[src/rtl/cohort_gearbox_pkg.sv]
// cohort_gearbox_pkg
// Shared types and elaboration-time helpers for the cohort_gearbox width
// converter:
//   - beats()        : beats of a given width that make up one frame
//   - ceil_div()     : integer ceiling division (drain-beat count of a frame)
//   - idx_w()        : index width for a counter/pointer over n entries (min 1)
//   - params_legal() : parameter legality, evaluated once at elaboration
//   - slot_meta_t    : per-slot bookkeeping (committed flag + filled beats)
package cohort_gearbox_pkg;

    // Wide enough for any practical number of input beats per frame.
    localparam int CNT_W = 16;

    typedef struct packed {
        logic             committed;
        logic [CNT_W-1:0] fill_beats;
    } slot_meta_t;

    function automatic int beats(input int frame_w, input int beat_w);
        return frame_w / beat_w;
    endfunction

    function automatic int ceil_div(input int num, input int den);
        return (num + den - 1) / den;
    endfunction

    function automatic int idx_w(input int n);
        return (n > 1) ? $clog2(n) : 1;
    endfunction

    function automatic bit params_legal(input int in_w, input int out_w,
                                        input int frame_w, input int num_slots);
        if (in_w <= 0 || out_w <= 0 || frame_w <= 0) return 1'b0;
        if ((frame_w % in_w) != 0 || (frame_w % out_w) != 0) return 1'b0;
        if (num_slots != 1 && num_slots != 2) return 1'b0;
        if ((frame_w / in_w) >= (1 << CNT_W)) return 1'b0;
        return 1'b1;
    endfunction

endpackage

[src/rtl/cohort_gearbox_slot_buf.sv]
// cohort_gearbox_slot_buf
// NUM_SLOTS x FRAME_W frame storage.
//   clk, rst_n          : clock, synchronous active-low reset (zeroes all slots)
//   wr_en/wr_slot/wr_beat/wr_data : write one IN_W beat into a slot
//   clr_en/clr_slot     : zero a whole slot (applied before a same-cycle write)
//   rd_slot/rd_beat     : combinational OUT_W slice read -> rd_data
// Beats are little-endian: beat k occupies bits [k*W +: W].
module cohort_gearbox_slot_buf #(
    parameter int IN_W      = 64,
    parameter int OUT_W     = 32,
    parameter int FRAME_W   = 128,
    parameter int NUM_SLOTS = 2,
    parameter int SLOT_W    = 1,
    parameter int IB_W      = 1,
    parameter int OB_W      = 2
) (
    input  logic              clk,
    input  logic              rst_n,
    input  logic              wr_en,
    input  logic [SLOT_W-1:0] wr_slot,
    input  logic [IB_W-1:0]   wr_beat,
    input  logic [IN_W-1:0]   wr_data,
    input  logic              clr_en,
    input  logic [SLOT_W-1:0] clr_slot,
    input  logic [SLOT_W-1:0] rd_slot,
    input  logic [OB_W-1:0]   rd_beat,
    output logic [OUT_W-1:0]  rd_data
);

    logic [FRAME_W-1:0] mem [NUM_SLOTS];

    always_ff @(posedge clk) begin
        if (!rst_n) begin
            for (int i = 0; i < NUM_SLOTS; i++) begin
                mem[i] <= '0;
            end
        end else begin
            if (clr_en) begin
                mem[clr_slot] <= '0;
            end
            if (wr_en) begin
                mem[wr_slot][int'(wr_beat) * IN_W +: IN_W] <= wr_data;
            end
        end
    end

    assign rd_data = mem[rd_slot][int'(rd_beat) * OUT_W +: OUT_W];

endmodule

[src/rtl/cohort_gearbox.sv]
// cohort_gearbox
// Streaming width converter IN_W -> OUT_W through FRAME_W-wide frame slots
// (ping-pong when NUM_SLOTS=2). Frames may be terminated early with in_last;
// the unwritten tail reads as zero and the drain stops after
// ceil(fill_beats*IN_W/OUT_W) beats, flagging the final one with out_last.
//
// Ports:
//   clk, rst_n                      : clock, synchronous active-low reset
//   in_valid, in_ready, in_data, in_last     : input beat channel
//   out_valid, out_ready, out_data, out_last : output beat channel
//   stat_frames, stat_in_stall      : counters, only when
//                                     COHORT_GEARBOX_STATS_EN is defined
//
// Handshake: a beat transfers on a rising clk edge where valid && ready are
// both high. valid never waits on ready; once raised, valid and the payload
// hold until the transfer. in_ready comes from registered state only.
module cohort_gearbox #(
    parameter int IN_W      = 64,
    parameter int OUT_W     = 32,
    parameter int FRAME_W   = 128,
    parameter int NUM_SLOTS = 2
) (
    input  logic             clk,
    input  logic             rst_n,
    input  logic             in_valid,
    output logic             in_ready,
    input  logic [IN_W-1:0]  in_data,
    input  logic             in_last,
    output logic             out_valid,
    input  logic             out_ready,
    output logic [OUT_W-1:0] out_data,
    output logic             out_last
`ifdef COHORT_GEARBOX_STATS_EN
    ,
    output logic [31:0]      stat_frames,
    output logic [31:0]      stat_in_stall
`endif
);
    import cohort_gearbox_pkg::*;

    localparam int IN_BEATS  = beats(FRAME_W, IN_W);
    localparam int OUT_BEATS = beats(FRAME_W, OUT_W);
    localparam int SLOT_W    = idx_w(NUM_SLOTS);
    localparam int IB_W      = idx_w(IN_BEATS);
    localparam int OB_W      = idx_w(OUT_BEATS);

    if (!params_legal(IN_W, OUT_W, FRAME_W, NUM_SLOTS)) begin : g_illegal
        $fatal(1, "cohort_gearbox: illegal IN_W/OUT_W/FRAME_W/NUM_SLOTS");
    end

    logic [SLOT_W-1:0] wr_ptr, rd_ptr;
    logic [IB_W-1:0]   in_cnt;
    logic [OB_W-1:0]   out_cnt;
    logic [1:0]        commit_cnt, commit_cnt_next;
    logic              in_ready_q;
    slot_meta_t        meta [NUM_SLOTS];

    logic in_fire, commit, out_fire, release_slot;
    int   drain_beats;

    assign in_ready = in_ready_q;

    always_comb begin
        in_fire      = in_valid && in_ready_q;
        commit       = in_fire && ((int'(in_cnt) == IN_BEATS - 1) || in_last);
        drain_beats  = ceil_div(int'(meta[rd_ptr].fill_beats) * IN_W, OUT_W);
        // Slots commit and release in order, so the slot under rd_ptr is
        // committed exactly when the count is non-zero.
        out_valid    = (commit_cnt != 2'd0) && meta[rd_ptr].committed;
        out_last     = out_valid && (int'(out_cnt) == drain_beats - 1);
        out_fire     = out_valid && out_ready;
        release_slot = out_fire && out_last;
        commit_cnt_next = commit_cnt;
        if (commit && !release_slot) begin
            commit_cnt_next = commit_cnt + 2'd1;
        end else if (!commit && release_slot) begin
            commit_cnt_next = commit_cnt - 2'd1;
        end
    end

    always_ff @(posedge clk) begin
        if (!rst_n) begin
            wr_ptr     <= '0;
            rd_ptr     <= '0;
            in_cnt     <= '0;
            out_cnt    <= '0;
            commit_cnt <= '0;
            in_ready_q <= 1'b0;
            for (int i = 0; i < NUM_SLOTS; i++) begin
                meta[i] <= '0;
            end
        end else begin
            commit_cnt <= commit_cnt_next;
            // Registered so in_ready reflects the post-update slot count.
            in_ready_q <= (int'(commit_cnt_next) < NUM_SLOTS);

            if (in_fire) begin
                if (commit) begin
                    in_cnt <= '0;
                    wr_ptr <= (int'(wr_ptr) == NUM_SLOTS - 1) ? '0 : wr_ptr + 1'b1;
                end else begin
                    in_cnt <= in_cnt + 1'b1;
                end
            end

            if (out_fire) begin
                if (release_slot) begin
                    out_cnt <= '0;
                    rd_ptr  <= (int'(rd_ptr) == NUM_SLOTS - 1) ? '0 : rd_ptr + 1'b1;
                end else begin
                    out_cnt <= out_cnt + 1'b1;
                end
            end

            // Fill and drain slots differ whenever both happen in one cycle.
            if (release_slot) begin
                meta[rd_ptr] <= '0;
            end
            if (commit) begin
                meta[wr_ptr] <= '{committed: 1'b1,
                                  fill_beats: CNT_W'(int'(in_cnt) + 1)};
            end
        end
    end

    cohort_gearbox_slot_buf #(
        .IN_W      (IN_W),
        .OUT_W     (OUT_W),
        .FRAME_W   (FRAME_W),
        .NUM_SLOTS (NUM_SLOTS),
        .SLOT_W    (SLOT_W),
        .IB_W      (IB_W),
        .OB_W      (OB_W)
    ) u_slot_buf (
        .clk      (clk),
        .rst_n    (rst_n),
        .wr_en    (in_fire),
        .wr_slot  (wr_ptr),
        .wr_beat  (in_cnt),
        .wr_data  (in_data),
        .clr_en   (release_slot),
        .clr_slot (rd_ptr),
        .rd_slot  (rd_ptr),
        .rd_beat  (out_cnt),
        .rd_data  (out_data)
    );

`ifdef COHORT_GEARBOX_STATS_EN
    always_ff @(posedge clk) begin
        if (!rst_n) begin
            stat_frames   <= '0;
            stat_in_stall <= '0;
        end else begin
            if (release_slot) begin
                stat_frames <= stat_frames + 32'd1;
            end
            if (in_valid && !in_ready_q) begin
                stat_in_stall <= stat_in_stall + 32'd1;
            end
        end
    end
`endif

endmodule

[config.mk]
export PLATFORM = sky130hd
export DESIGN_NAME = cohort_gearbox
export DESIGN_NICKNAME = d
export VERILOG_FILES = /design/src/rtl/cohort_gearbox_pkg.sv /design/src/rtl/cohort_gearbox_slot_buf.sv /design/src/rtl/cohort_gearbox.sv
export SDC_FILE = /design/constraint.sdc
export NUM_CORES = 1
export LEC_CHECK = 0
export BUFFER_PORTS_ARGS = -buffer_cell sky130_fd_sc_hd__buf_2
export CAP_MARGIN = 40
export CORE_AREA = 4 4 207 209
export DETAILED_ROUTE_END_ITERATION = 16
export DIE_AREA = 0 0 211 213
export PLACE_DENSITY_LB_ADDON = 0.2
export REMOVE_ABC_BUFFERS = 1
export SYNTH_ARGS = -nofsm -noshare
export SYNTH_HDL_FRONTEND = slang
export SYNTH_SLANG_ARGS = --single-unit
[constraint.sdc]
create_clock -name clk -period 4.5 [get_ports clk]
set_input_delay 0.225 -clock clk [delete_from_list [all_inputs] [get_ports clk]]
set_output_delay 0.225 -clock clk [all_outputs]
set_load 0.005 [all_outputs]
==> run metrics, run 1 <==
main combinational cell family by area after synthesis=multiplexers; number of global-route vias before repair=7485; Worst-Margin Slew=813 ps; RSZ-0062 raised after global routing=false; Detailed Place HPWL=around 17000 um; Starting Density=29.9%; H-tree levels=1; number of synthesized flops with an enable pin=260; clock-pin slew reported for the worst setup and hold paths after clock tree synthesis=60 ps; Placed Cells=around 1300; max_cap viols=0; total global-route track usage=between 10 and 15%; Critical Path AT=3220 ps; Cell Area, Synth=12200 sq um; cells after synthesis=around 750; number of buffers created by CTS=31; die area=44900 sq um; CTS resizes=0; pre-CTS WS=1510 ps; Netlist cell types=40; commonest non-fill, non-tap cell in the layout=edfxtp_1; post-synthesis xor/xnor area fraction=less than 1%; core box area=~40000 sq um; Critical Path RT=about 4300 ps; PortBufs=just over 100; total power=5.42 mW; CTS Buffer Depth=3; Reg2Reg Setup Slack=1650 ps; first-iteration detailed-routing DRC count=339; crit path launch type=register; post-layout min period=3440 ps; sequential element share of the synthesized area=65.7%; fin crit share=76.5%; Rel. slew slack=45.8%; mux cell area share after synthesis=15.6%; commonest cells after routing, fill and taps aside=edfxtp_1, and2_1, buf_2; drt pass-1 iters=4; Routed WL=29000 um; Final Cell Area=between 10000 and 15000 sq um; Post-Layout Cell Count=roughly 1500; flip-flop and latch count after synthesis=~270; Synth Area in Compound Gates=less than 1%; fill count=between 3000 and 4000; chip width=between 200 and 250 um; post-route ant nets=0; Synth area leaders=edfxtp_1, mux4_2, and2_1, and3_1, mux2_2; initial antenna violation count=3; final setup fails=0; WL/cell=19.9 um; Slew Viols, Final=0; static leakage=approximately 5.6 nW; status=completed; worst hold start=in_data[41]; Yosys top cell area share=63.9%; Avg Inst Size Synth=between 15 and 20 sq um; Cell Pwr Density=368 nW/um^2; GRT overflow=0; Synth area leader=edfxtp_1; Vias per Instance=around 4.6; RePlAce Congestion=0.686; Max rail drop VDD=~260 uV; CTS tree=done; final net count=a little under 1000; die span in y=about 210 um; Residual DRC=0; first-pass GRT wire length=45400 um; Final WS setup=roughly 1100 ps; simple-gate area share of the yosys netlist=15.3%; Max Freq=~290 MHz; Post-synth ARST share=0%; Setup Crit Path Kind=register to output port; vias=slightly below 7000; # rows=between 70 and 80; Synth Area in Adders=0.409%; Max FO, Critical Path=36; CTS sink count=271; clk_skew=7.93 ps; Yosys Warn Count=0; main flop type after synthesis=edfxtp_1; P&R area growth vs syn=20.5%; Ports=104; clock tree root buffer cell=clkbuf_16; crit end category=output port; clk_lat worst skew=between 500 and 600 ps; Hold WC Path Type=input port to register; Cell Area, Placed=13300 sq um; layout cells sized above 1=27.8%; final hold vios=0; largest net degree at the start of global routing=67
## worst max-delay path, cell delays in order, from the launching register on
cell     delay [ps]
dfxtp_4         370
buf_4           500
buf_4           730
mux4_2          580
mux2_2          330
buf_2           140
## routing by layer
layer	GRT usage, %	wire (um)
met2	21.8	13900
met5	0	27
met3	2.10	1040
met1	18.1	13600
met4	2.55	413
## final cells by class
type                       count  area, sq um  share of cell area (%)
timing repair buffer         175         1210                    8.20
clock inverter                11         46.3                   0.314
inverter                       7         26.3                   0.178
sequential                   271         8040                    54.6
clock buffer                  42          817                    5.55
multi-input combinational    420         3930                    26.7
tap                          532          666                    4.52
antenna                        1         2.50                  0.0170
## stage by stage
| step | setup TNS, ps | util [%] | hold slack (ps) |
|---|---|---|---|
| after floorplan | -488390 | - | 367 |
| after global placement | 0 | 32.6 | 490 |
| after detailed placement | 0 | 32.6 | 487 |
| after CTS | 0 | 36.1 | 0.0265 |
| after global routing | 0 | 36.1 | 14.0 |
| final | 0 | 36.1 | 19.8 |
## cell families after synthesis
family                   after synthesis
AO/OA/AOI/OAI                         11
XOR/XNOR                               1
adder cells (fa/ha/maj)                4
buffers and inverters                 63
flip-flops                           271
multiplexers                         103
AND/OR/NAND/NOR                      301
## path summary, 6_finish.rpt
check	end	cells after the start
min reg2reg	meta[1][2]	1
min	u_slot_buf.mem[0][105]	2
max reg2reg	u_slot_buf.mem[0][110]	7
max	out_data[2]	5
## cells in the mapped netlist (5+ instances only)
cell type  instances
nand2_1            8
nand3b_1           7
dfxtp_1           11
mux4_2            56
and2_1           194
mux4_1             8
mux2i_1            6
a21oi_1            6
nor2_1             9
buf_2              5
edfxtp_1         260
and3_1            64
buf_6              5
clkbuf_1          42
inv_1              6
mux2_2            33
## state kept, by name, indices dropped and copies added (netlist names), named ones only
name,cells
out_cnt,2
in_cnt,1
meta,6
wr_ptr,1
u_slot_buf.mem,256
in_ready,1
rd_ptr,1
commit_cnt,1
## timing repair
item / 4_1_cts / 5_1_grt
buffers inserted: 0 / 0
setup endpoints to repair: 0 / 0
hold buffers: 56 / 0
endpoints found under the hold margin: 151 / 0
## where the power goes
group | internal [mW] | switching [mW] | total (mW)
clock | 1.25 | 0.947 | 2.20
combinational | 0.147 | 0.174 | 0.322
sequential | 2.87 | 0.0309 | 2.90
(Power assumes the default switching activity.)
==> inputs of run 2 (changes only) <==
==> constraint.sdc (replaced) <==
create_clock -name clk -period 3.18 [get_ports clk]
set_input_delay 0.159 -clock clk [delete_from_list [all_inputs] [get_ports clk]]
set_output_delay 0.159 -clock clk [all_outputs]
set_load 0.005 [all_outputs]
==> run metrics, run 2 (synthesized netlist as in run 1, its figures left out) <==
WL/cell=19.6 um (-1.2%); RePlAce Congestion=0.692 (+0.93%); # rows=74 (unchanged); Sw Share=20.7% (-0.56 points); first-pass GRT wire length=45100 um (-0.68%); Int Power=6.40 mW (+50%); initial antenna violation count=2 (-1); max reg flops=256 (unchanged); Residual DRC=0 (unchanged); Hold Crit Depth=4 (+2); Critical Path AT=2550 ps (-670 ps); core box area=40800 sq um (unchanged); crit end category=output port; Slew Viols, Final=0 (unchanged); H-tree levels=1 (unchanged); number of buffers created by CTS=31 (unchanged); NetSw=1.67 mW (+45%); total global-route track usage=12.9% (-0.096 points); top flop regs=u_slot_buf.mem (256), meta (6), out_cnt (2); Placed Cells=1352 (+0.22%); post-route ant nets=0 (unchanged); Critical Path RT=3020 ps (-1260 ps); Gate power share=5.9% (about the same); Worst-Margin Slew=721 ps (-91.6 ps); Starting Density=29.9% (unchanged); worst hold start=out_ready; PortBufs=103 (unchanged); first-iteration detailed-routing DRC count=406 (+20%); Cell Pwr Density=536 nW/um^2 (+46%); Setup Crit Path Kind=register to output port; status=completed; max_cap viols=0 (unchanged); RSZ-0062 raised after global routing=false; sequential share of power=50.9% (-2.6 points); clk_skew=31.4 ps (+23.4 ps); GRT overflow=0 (unchanged); fill count=3887 (+0.34%); Detailed Place HPWL=17100 um (+2.6%); postcts setup bufs=0 (unchanged); Rel. slew slack=51.9% (+6.1 points); Vias per Instance=4.65 (+0.33%); drt pass-1 iters=4 (unchanged); final net count=994 (+1.5%); Post-Layout Cell Count=1477 (+1.2%); die span in y=213 um (unchanged); number of global-route vias before repair=7504 (+0.25%); commonest cells after routing, fill and taps aside=edfxtp_1, and2_1, buf_2; clock power share=43.3% (+2.8 points); Routed WL=29000 um (about the same); crit path launch type=register; clock-pin slew reported for the worst setup and hold paths after clock tree synthesis=60 ps (about the same); largest net degree at the start of global routing=66 (-1.5%); pre-CTS WS=503 ps (-1010 ps); final setup fails=0 (unchanged); fin crit share=a little under nine tenths; Ports=104 (unchanged); clock tree root buffer cell=clkbuf_16; vias=6865 (+1.6%); Final Cell Area=15100 sq um (+2.2%); commonest non-fill, non-tap cell in the layout=edfxtp_1; Hold WC Path Type=input port to register; CTS Buffer Depth=3 (unchanged); clk_lat worst skew=560 ps (about the same); RR Endpoint=u_slot_buf.mem[0][24]; layout cells sized above 1=28.6% (+0.85 points); chip width=211 um (unchanged); P&R area growth vs syn=23.2%; Hold Crit Endpoint=out_cnt[1]; Max FO, Critical Path=37 (+2.8%); FF-to-FF path depth=7 (unchanged); Cell Area, Placed=13400 sq um (+0.51%); Final WS setup=475 ps (-582 ps); Most flops, register=u_slot_buf.mem; static leakage=5.77 nW (+2.7%); post-layout min period=2700 ps; die area=44900 sq um (unchanged); CTS sink count=271 (unchanged); Reg2Reg Setup Slack=520 ps (-1130 ps); Max rail drop VDD=391 uV (+52%); final hold vios=0 (unchanged); CTS tree=done; Max Freq=~370 MHz
## run 2: cell count changes in the layout (fill, tap and decap cells not counted), sizes merged
| cell | before | now |
|---|---|---|
| inv | 6 | 7 |
| buf | 119 | 122 |
| bufinv | 0 | 3 |
| clkbuf | 42 | 43 |
| dlygate4sd3 | 56 | 68 |
| clkinv | 12 | 9 |
| clkinvlp | 0 | 1 |
## run 2: worst max-delay path by stage
stage | startpoint | slack, ps | depth (start not counted) | to
6_report | register | 480 | 5 | out_data[18]
5_1_grt | register | 280 | 7 | u_slot_buf.mem[0][56]
3_5_place_dp | register | 500 | 7 | u_slot_buf.mem[0][24]
3_3_place_gp | register | 490 | 7 | u_slot_buf.mem[0][15]
4_1_cts | register | 400 | 5 | out_data[18]
2_1_floorplan | register | -3350 | 6 | u_slot_buf.mem[0][100]
## run 2: power by group through the flow
stage / Combinational [mW] / Clock, mW / Sequential, mW
CTS: 0.491 / 3.61 / 4.11
detailed placement: 0.422 / 0 / 4.18
floorplan: 0.197 / 0 / 4.18
finish: 0.473 / 3.49 / 4.10
global route: 0.523 / 3.76 / 4.12
global placement: 0.420 / 0 / 4.18
## run 2: worst max-delay path, cell delays in order, from the launching register on
cell and delay, ps:
dfxtp_4 380, buf_4 260, buf_16 320, mux4_2 560
mux2_2 320, buf_2 140
## run 2: final cells by class
class                           count  area [sq um]  share of cell area (%)
Clock buffer                       43           861                    5.72
Sequential cell                   271          8040                    53.4
Clock inverter                     13           143                   0.947
Tap cell                          532           666                    4.42
Timing Repair Buffer              190          1400                    9.27
Antenna cell                        1          2.50                  0.0166
Inverter                            7          26.3                   0.174
Multi-Input combinational cell    420          3930                    26.1
## run 2: repair_timing
item                       4_1_cts  5_1_grt
setup endpoints to repair        0        0
resized for setup                0        0
hold buffers                    68        0
hold endpoints to repair       256        0
## run 2: metal layers
metal  share of wire [%]  routed length, um  up-vias  track usage, %
li1                    -                  -     3192               -
met1                  46              13400     3510            18.0
met2                  48              13900      136            21.9
met3                 4.7               1360       27            1.95
met4                 1.3                371        0            2.15
met5                   0                  0        -               0
## run 2: stage by stage
| step | hold slack, ps | TNS, ps | total power [mW] | util (%) |
|---|---|---|---|---|
| 2_1_floorplan | 301 | -917860 | 4.37 | - |
| 3_3_place_gp | 464 | 0 | 4.60 | 32.7 |
| 3_5_place_dp | 464 | 0 | 4.60 | 32.8 |
| 4_1_cts | 68.0 | 0 | 8.20 | 36.9 |
| 5_1_grt | 109 | 0 | 8.40 | 36.9 |
| 6_report | 89.6 | 0 | 8.07 | 36.9 |
